`config.mk`:
```
export PLATFORM = sky130hd
export DESIGN_NAME = uart_autobaud
export DESIGN_NICKNAME = d
export VERILOG_FILES = /design/src/rtl/uart_autobaud.sv
export SDC_FILE = /design/constraint.sdc
export NUM_CORES = 1
export LEC_CHECK = 0
export CAP_MARGIN = 40
export CORE_ASPECT_RATIO = 0.8
export CORE_MARGIN = 2
export CORE_UTILIZATION = 63
export DETAILED_ROUTE_END_ITERATION = 7
export GPL_TIMING_DRIVEN = 0
export PLACE_DENSITY_LB_ADDON = 0.05
export SYNTH_ARGS = -nofsm -noshare
export SYNTH_HDL_FRONTEND = slang
export SYNTH_SLANG_ARGS = --single-unit
```
`constraint.sdc`:
```
create_clock -name clk -period 6.5 [get_ports clk]
set_input_delay 1.3 -clock clk [delete_from_list [all_inputs] [get_ports clk]]
set_output_delay 1.3 -clock clk [all_outputs]
set_load 0.05 [all_outputs]
```
`src/rtl/uart_autobaud.sv`:
```
// uart_autobaud: times a 0x55 sync character on rxd and derives the
// uart prescale (clocks per bit / 8, rounded) for uart_rx / uart_tx.
//
// Parameters:
//   PRESCALE_WIDTH   width of prescale output
//   COUNT_WIDTH      width of segment / total counters (saturation = timeout)
//   IDLE_CYCLES      high cycles required before start-edge detection
//   DEFAULT_PRESCALE prescale value after reset
// Ports:
//   clk      clock, rising edge
//   rst      synchronous active-high reset
//   rxd      asynchronous serial line, idle high
//   start    single-cycle arm pulse (ignored while busy)
//   prescale calibrated prescale
//   locked   prescale holds a calibrated value
//   busy     controller is not idle
//   error    one-cycle pulse on a failed calibration
// Optional: define UART_AUTOBAUD_STOP_CHECK_EN to also validate the last
// data bit and the stop bit before accepting a result.

module uart_autobaud #(
  parameter int PRESCALE_WIDTH = 16,
  parameter int COUNT_WIDTH    = 24,
  parameter int IDLE_CYCLES    = 64,
  parameter logic [PRESCALE_WIDTH-1:0] DEFAULT_PRESCALE = '0
) (
  input  logic                      clk,
  input  logic                      rst,
  input  logic                      rxd,
  input  logic                      start,
  output logic [PRESCALE_WIDTH-1:0] prescale,
  output logic                      locked,
  output logic                      busy,
  output logic                      error
);

  typedef enum logic [2:0] {
    S_IDLE,
    S_WAIT_IDLE,
    S_WAIT_START,
    S_MEAS_FIRST,
    S_MEASURE,
    S_STOP_CHECK,
    S_DONE,
    S_FAIL
  } state_t;

  localparam logic [COUNT_WIDTH-1:0] CNT_MAX = '1;
  localparam logic [COUNT_WIDTH-1:0] CNT_ONE =
    COUNT_WIDTH'(1);
  localparam logic [COUNT_WIDTH-1:0] IDLE_TGT =
    COUNT_WIDTH'(IDLE_CYCLES);
  localparam logic [PRESCALE_WIDTH-1:0] PS_MAX = '1;

  state_t state_q, state_d;

  logic rxd_s1_q, rxd_s2_q, rxd_d1_q;

  logic [COUNT_WIDTH-1:0] seg_q, seg_d;
  logic [COUNT_WIDTH-1:0] total_q, total_d;
  logic [COUNT_WIDTH-1:0] w0_q, w0_d;
  logic [2:0]             edge_cnt_q, edge_cnt_d;

  logic [PRESCALE_WIDTH-1:0] prescale_q, prescale_d;
  logic                      locked_q, locked_d;
  logic                      busy_q, error_q;

`ifdef UART_AUTOBAUD_STOP_CHECK_EN
  logic stop_hi_q, stop_hi_d;
`endif

  logic rx_edge, rx_fall;
  logic sat;
  logic tol_ok;
  logic signed [COUNT_WIDTH:0] diff, tol;
  logic [COUNT_WIDTH:0] r_full;
  logic [COUNT_WIDTH-1:0] seg_inc, total_inc;

  assign rx_edge   = rxd_s2_q ^ rxd_d1_q;
  assign rx_fall   = rxd_d1_q & ~rxd_s2_q;
  assign sat       = (seg_q == CNT_MAX) || (total_q == CNT_MAX);
  assign seg_inc   = seg_q + CNT_ONE;
  assign total_inc = total_q + CNT_ONE;

  // Segment must sit within w0 +/- w0/4; one extra bit keeps the
  // difference signed without wrap-around.
  always_comb begin
    diff   = $signed({1'b0, seg_q}) - $signed({1'b0, w0_q});
    tol    = $signed({1'b0, w0_q >> 2});
    tol_ok = (diff <= tol) && (diff >= -tol);
  end

  // total spans 8 bit times; /64 gives bit_time/8, +32 rounds.
  assign r_full = ({1'b0, total_q} + (COUNT_WIDTH+1)'(32)) >> 6;

  always_comb begin
    state_d    = state_q;
    seg_d      = seg_q;
    total_d    = total_q;
    w0_d       = w0_q;
    edge_cnt_d = edge_cnt_q;
    prescale_d = prescale_q;
    locked_d   = locked_q;
`ifdef UART_AUTOBAUD_STOP_CHECK_EN
    stop_hi_d  = stop_hi_q;
`endif
    unique case (state_q)
      S_IDLE: begin
        if (start) begin
          state_d  = S_WAIT_IDLE;
          locked_d = 1'b0;
          seg_d    = '0;
        end
      end
      S_WAIT_IDLE: begin
        if (!rxd_s2_q) begin
          seg_d = '0;
        end else if (seg_inc >= IDLE_TGT) begin
          seg_d   = '0;
          state_d = S_WAIT_START;
        end else begin
          seg_d = seg_inc;
        end
      end
      S_WAIT_START: begin
        if (rx_fall) begin
          state_d = S_MEAS_FIRST;
          seg_d   = CNT_ONE;
          total_d = CNT_ONE;
        end
      end
      S_MEAS_FIRST: begin
        if (sat) begin
          state_d = S_FAIL;
        end else if (rx_edge) begin
          w0_d       = seg_q;
          seg_d      = CNT_ONE;
          total_d    = total_inc;
          edge_cnt_d = 3'd1;
          state_d    = S_MEASURE;
        end else begin
          seg_d   = seg_inc;
          total_d = total_inc;
        end
      end
      S_MEASURE: begin
        if (sat) begin
          state_d = S_FAIL;
        end else if (rx_edge) begin
          if (!tol_ok) begin
            state_d = S_FAIL;
          end else if (edge_cnt_q == 3'd7) begin
            // total is frozen here at exactly 8 bit times
`ifdef UART_AUTOBAUD_STOP_CHECK_EN
            state_d   = S_STOP_CHECK;
            seg_d     = CNT_ONE;
            stop_hi_d = 1'b0;
`else
            state_d = S_DONE;
`endif
          end else begin
            edge_cnt_d = edge_cnt_q + 3'd1;
            seg_d      = CNT_ONE;
            total_d    = total_inc;
          end
        end else begin
          seg_d   = seg_inc;
          total_d = total_inc;
        end
      end
`ifdef UART_AUTOBAUD_STOP_CHECK_EN
      S_STOP_CHECK: begin
        if (seg_q == CNT_MAX) begin
          state_d = S_FAIL;
        end else if (!stop_hi_q) begin
          // bit 7 low segment, closed by the rising edge
          if (rx_edge) begin
            if (!tol_ok) begin
              state_d = S_FAIL;
            end else begin
              stop_hi_d = 1'b1;
              seg_d     = CNT_ONE;
            end
          end else begin
            seg_d = seg_inc;
          end
        end else if (rx_edge) begin
          state_d = S_FAIL;
        end else if (seg_q >= w0_q) begin
          state_d = S_DONE;
        end else begin
          seg_d = seg_inc;
        end
      end
`endif
      S_DONE: begin
        if (r_full == '0) begin
          state_d = S_FAIL;
        end else begin
          if (r_full > (COUNT_WIDTH+1)'(PS_MAX)) begin
            prescale_d = PS_MAX;
          end else begin
            prescale_d = PRESCALE_WIDTH'(r_full);
          end
          locked_d = 1'b1;
          state_d  = S_IDLE;
        end
      end
      S_FAIL: begin
        state_d = S_IDLE;
      end
      default: begin
        state_d = S_IDLE;
      end
    endcase
  end

  always_ff @(posedge clk) begin
    if (rst) begin
      state_q    <= S_IDLE;
      rxd_s1_q   <= 1'b1;
      rxd_s2_q   <= 1'b1;
      rxd_d1_q   <= 1'b1;
      seg_q      <= '0;
      total_q    <= '0;
      w0_q       <= '0;
      edge_cnt_q <= '0;
      prescale_q <= DEFAULT_PRESCALE;
      locked_q   <= 1'b0;
      busy_q     <= 1'b0;
      error_q    <= 1'b0;
`ifdef UART_AUTOBAUD_STOP_CHECK_EN
      stop_hi_q  <= 1'b0;
`endif
    end else begin
      state_q    <= state_d;
      rxd_s1_q   <= rxd;
      rxd_s2_q   <= rxd_s1_q;
      rxd_d1_q   <= rxd_s2_q;
      seg_q      <= seg_d;
      total_q    <= total_d;
      w0_q       <= w0_d;
      edge_cnt_q <= edge_cnt_d;
      prescale_q <= prescale_d;
      locked_q   <= locked_d;
      busy_q     <= (state_d != S_IDLE);
      error_q    <= (state_d == S_FAIL);
`ifdef UART_AUTOBAUD_STOP_CHECK_EN
      stop_hi_q  <= stop_hi_d;
`endif
    end
  end

  assign prescale = prescale_q;
  assign locked   = locked_q;
  assign busy     = busy_q;
  assign error    = error_q;

endmodule

```
# After elaboration in Yosys (flattened, before gate mapping)
# Cells that the tools add are included.
dict set report word_totals {
  regBits 100
  out_inout_bits 19
  elab_cells 102
  in_bits 4
}
dict set report op_classes {
  n_addsub 6
  n_eq_ne 20
  bitwise_logic 5
  order_cmp 4
  mux 40
  reduce_logical 15
}
# op n
set ops {}
lappend ops {{24-bit 2-to-1 mux} 15}
lappend ops {{24-bit case mux with 5 select lines} 1}
lappend ops {{24-bit case mux with 3 select lines} 1}
lappend ops {{3-bit 2-to-1 mux} 17}
lappend ops {{24-bit by 1-bit adder with 24-bit output (second input constant)} 2}
lappend ops {{24-bit equality test (second input constant)} 2}
lappend ops {{24-bit by 6-bit adder with 25-bit output (second input constant)} 1}
lappend ops {{25-bit greater-or-equal comparator} 1}
lappend ops {{25-bit by 23-bit less-or-equal comparator with 1-bit output} 1}
lappend ops {{25-bit zero test} 1}
lappend ops {{22-bit negation with 25-bit output} 1}
lappend ops {{24-bit by 24-bit subtractor with 25-bit output} 1}
lappend ops {{24-bit by 7-bit greater-or-equal comparator with 1-bit output (second input constant)} 1}
lappend ops {{19-bit by 16-bit > comparator with 1-bit output (second input constant)} 1}
lappend ops {{2-bit inequality test (second input constant)} 9}
lappend ops {{3-bit case mux with 6 select lines} 1}
lappend ops {{16-bit 2-to-1 mux} 1}
lappend ops {{7-bit AND reduction} 2}
lappend ops {{3-bit equality test (second input constant)} 4}
lappend ops {{3-bit by 2-bit equality test with 1-bit output (second input constant)} 2}
lappend ops {{3-bit inequality test (second input constant)} 2}
lappend ops {{3-bit case mux with 2 select lines} 1}
lappend ops {{3-bit AND reduction} 2}
lappend ops {{6-bit AND reduction} 1}
lappend ops {{14 further kinds} 19}

# Longest topological paths before layout
dict set report logic_depth {
  ltp_word 8
  depth_mapped 25
  depth_no_buf 23
}

# Worst setup path before layout
# OpenSTA, ideal clock, no wires.
dict set report synth_path {
  path_type {register to register}
  from {reg w0_q[6]}
  to {reg total_q[21]}
  stages_incl_launch_ff 26
  setup_ns 0.072
  required_time_ns 6.428
  path_slack_ns 1.435
  t_arrival_ns 4.993
  cell_sequence {dfxtp_1 -> inv_1 -> ha_1 -> a21oi_1 -> inv_1 -> o311ai_1 -> a21oi_1 -> nor2b_1 -> o21ai_0 -> a21o_1 -> a31oi_1 -> o31a_1 -> o21ai_0 -> ha_1 -> nand4_1 -> nor3_1 -> nand3b_1 -> o2111a_1 -> a211oi_1 -> o21ai_1 -> o21ai_1 -> buf_4 -> nor2_1 -> buf_2 -> nor4_1 -> mux2i_1}
}
dict set report synth_between {
  elab_chain_cells 5
  elab_cells_between_ends 7
  classes_between {2 x add/sub; 2 x order compare; 1 x eq/ne; 2 x reduce/logical}
}
# element line
set synth_rtl {}
lappend synth_rtl {{start, declared} 61} ;# logic [COUNT_WIDTH-1:0] w0_q, w0_d;
lappend synth_rtl {{start signal, assigned} 242} ;# w0_q <= w0_d;
lappend synth_rtl {{24-bit by 24-bit subtractor with 25-bit output / 22-bit negation with 25-bit output (equally long branches)} {88, 90}}
lappend synth_rtl {{25-bit by 23-bit less-or-equal comparator with 1-bit output / 25-bit greater-or-equal comparator (equally long branches)} 90} ;# tol_ok = (diff <= tol) && (diff >= -tol);
lappend synth_rtl {{1-bit logical AND *} 90}
lappend synth_rtl {{3-bit inequality test (no line) *} --}
lappend synth_rtl {{6-bit AND reduction (no line) *} --}
lappend synth_rtl {{end signal, assigned} 241} ;# total_q <= total_d;
lappend synth_rtl {{end, declared} 60} ;# logic [COUNT_WIDTH-1:0] total_q, total_d;
# Mark *: on every way between the ends. The rest lies on a longest branch, timed or not.
# A chain may end at the register's enable or synchronous reset.

# Worst setup path in the final report
dict set report layout_path {
  from {reg w0_q[6]}
  to {reg seg_q[19]}
}
dict set report layout_between {
  elab_chain_cells 5
  elab_cells_between_ends 7
  classes_between {2 x add/sub; 2 x order compare; 1 x eq/ne; 2 x reduce/logical}
}
# element line
set layout_rtl {}
lappend layout_rtl {{24-bit by 24-bit subtractor with 25-bit output / 22-bit negation with 25-bit output (equally long branches)} {88, 90}}
lappend layout_rtl {{25-bit by 23-bit less-or-equal comparator with 1-bit output / 25-bit greater-or-equal comparator (equally long branches)} 90}
lappend layout_rtl {{1-bit logical AND *} 90}
lappend layout_rtl {{3-bit inequality test (no line) *} --}
lappend layout_rtl {{7-bit AND reduction (no line) *} --}
lappend layout_rtl {{end signal, assigned} 240} ;# seg_q <= seg_d;
lappend layout_rtl {{end, declared} 59} ;# logic [COUNT_WIDTH-1:0] seg_q, seg_d;
# Marks and branches as above.

==> metrics.txt <==
routed wire length between 20 and 25 mm; Max Root-Sink Buffers 2; Netlist cell types between 70 and 80; min cycle time layout ~6.1 ns; period utilization 0.942; Post-synth EDFFs 0; leak pwr 3.47 nW; HP Class reg -> reg; initial core utilization 0.640; width of the chip 131 um; headroom to the max-slew limit 0.390; Worst setup SP type register; vias 8298; H-tree depth 3; Post-Syn Nets ~1200; CTS tree built; Worst Skew ~0.0075 ns; initial antenna violation count 0; fin cells roughly 1300; Fmax achieved 0.163 GHz; drt first pass iters 5; first-pass GRT wire length approximately 38 mm; register area share after synthesis 0.245; I/O pin cnt 23; TritonCTS Buffers 9; post-synthesis register bit count 100; Slew @ Worst Pin roughly 0.92 ns; outcome finished clean; drt drc 0; fin util 0.701; Cells after DPL ~1300; routed vias/inst between 6 and 7; crit path kind reg -> reg; Final nets between 1000 and 1500; crit path max fanout 10; CP arrival roughly 6.4 ns; DRT iter0 DRCs 971; final setup vio count 0; clk slew on worst S/H paths around 0.070 ns; FP Rows 37; fraction of registers with async set/reset 0; Routability Congestion 1.00; GRT Total Usage 0.332; hold slack final 0.410 ns; Sink Count 100; final slew viol count 0; CTS root buf clkbuf_16; Avg Cell Area, Syn ~7.5 um^2; setup TNS 0 ns; Buffers on Ports 21; routed len/inst around 18 um; Die Y-Extent around 110 um; post-DP HPWL roughly 18 mm; RSZ-0062 raised after global routing false; largest net degree at the start of global routing 18; synth warn 0; DRT antenna net count 0; pwr/cell area 143 nW/um^2; post-synthesis instance total 1089; DIE AREA 13900 um^2; # hold bufs at CTS 0; MaxCap Viol Count 0; grt ovf 0; vias in the first global route between 7000 and 8000; layout cells sized above 1 0.0621; area added between synthesis and finish 9.50%; Crit path required time 6.74 ns; clock latency on the worst-skew pair between 0.3 and 0.4 ns; # diodes 0; Final Hold Fails 0; Syn Std Cell Area just over 8000 um^2; Top FF cell, synth dfxtp_1; Peak VDD IR between 0.1 and 0.15 mV; critical path endpoint category register; core area approximately 13000 um^2; Fill cells around 1100
[layout by cell type (no fill, tap or decap), drive strengths merged, types with 6 or more instances in the layout]
cell type	synthesis	final
or4	12	12
clkdlybuf4s50	0	21
nor2	90	90
a21oi	117	117
nand4	26	26
o211ai	12	12
xor2	20	20
nand2	120	120
dfxtp	100	100
inv	53	55
nand3	41	41
xnor2	50	50
nand2b	9	9
and3	13	13
a31oi	15	15
nor4	17	17
buf	23	24
o21ai	68	68
a211oi	28	28
nor3	23	23
o31ai	8	8
or3	24	24
nor2b	13	13
and2	8	8
a21o	15	15
and4	6	6
ha	78	78
clkbuf	35	45
[worst paths after layout]
check        startpoint  slack, ns         to  depth (start not counted)
max             w0_q[6]       0.38  seg_q[19]                         24
min reg2reg    rxd_s1_q       0.41   rxd_s2_q                          1
max reg2reg     w0_q[6]       0.38  seg_q[19]                         24
min            rxd_s1_q       0.41   rxd_s2_q                          1
[Yosys cell counts, types with 11 or more instances]
| cell | count | share of area |
|---|---|---|
| nand2_1 | 120 | 0.055 |
| nand3_1 | 40 | 0.024 |
| nor2_1 | 89 | 0.041 |
| a21oi_1 | 117 | 0.072 |
| or4_1 | 11 | 0.010 |
| a31oi_1 | 15 | 0.011 |
| and3_1 | 13 | 0.0099 |
| xor2_1 | 20 | 0.021 |
| a211oi_1 | 26 | 0.024 |
| dfxtp_1 | 100 | 0.24 |
| nor4_1 | 14 | 0.011 |
| ha_1 | 78 | 0.12 |
| o21ai_0 | 62 | 0.038 |
| nand4_1 | 25 | 0.019 |
| buf_2 | 16 | 0.0098 |
| nor3_1 | 23 | 0.014 |
| or3_1 | 23 | 0.018 |
| nor2b_1 | 12 | 0.0092 |
| xnor2_1 | 50 | 0.054 |
| a21o_1 | 15 | 0.014 |
| inv_1 | 53 | 0.024 |
| clkbuf_1 | 34 | 0.016 |
| o211ai_1 | 12 | 0.011 |
[where the power goes]
part           internal [mW]  switching [mW]  leakage, nW
clock                  0.302           0.241        0.140
sequential             0.615         0.00368        0.807
combinational         0.0371          0.0834         2.53
[metrics by stage]
| stage | worst slack, ns | power [mW] | instance area [um^2] |
|---|---|---|---|
| detailed placement | 0.0582 | 0.743 | 8610 |
| floorplan | 1.44 | 0.706 | 8180 |
| finish | 0.377 | 1.28 | 8960 |
| global route | 0.0478 | 1.32 | 8960 |
| global placement | -0.00823 | 0.742 | 8610 |
| CTS | 0.0163 | 1.28 | 8910 |
[timing repair]
action,CTS,global route
resized for setup,0,10
setup buffers,0,0
setup endpoints to repair,0,49
[critical path: stages (launching register included)]
cell       delay (ns)
dfxtp_1          0.36
inv_1            0.11
ha_1             0.39
a21oi_2          0.24
inv_1            0.09
o311ai_2         0.40
a21oi_1          0.12
nor2b_1          0.20
o21ai_1          0.14
a21o_1           0.22
a31oi_1          0.29
a41oi_1          0.07
o21ai_0          0.34
ha_1             0.32
nand4_1          0.16
nor3_1           0.07
a211o_1          0.28
o211ai_1         0.45
a211oi_2         0.16
o2111ai_1        0.16
o21ai_2          0.16
o21ai_2          0.41
clkbuf_1         0.47
o21ai_0          0.18
a21oi_1          0.23
[kinds of logic after synthesis]
kind of cell / synth area share
and+or+nand+nor: 0.269
AOI/OAI and AO/OA: 0.228
buffers and inverters: 0.0578
DFF: 0.245
adders and majority gates: 0.122
xor gates and xnor gates: 0.0749
muxes: 0.00367
[registers in the layout, indices dropped and copies added (netlist names)]
name and flops:
seg_q 24, w0_q 24, error 1, total_q 24
rxd_s2_q 1, rxd_s1_q 1, locked 1, edge_cnt_q 3
prescale 16, state_q 3, busy 1, rxd_d1_q 1
[per-layer routing]
metal  share of wire  global-route usage  up-vias
li1                -                   -     4033
met1            0.48               0.504     3857
met2            0.40               0.475      384
met3            0.11              0.0863       24
met4          0.0098              0.0551        0
met5               0                   0        -
[cell type report]
type                       count  area [um^2]  area share
timing repair buffer          22          214      0.0239
multi-input combinational    878         5750       0.642
tap                          175          219      0.0244
clock inverter                 6         71.3     0.00796
clock buffer                  10          229      0.0256
buffer                        58          274      0.0306
sequential                   100         2000       0.224
inverter                      53          199      0.0222
Note: power is estimated with default switching activity, not from simulation.
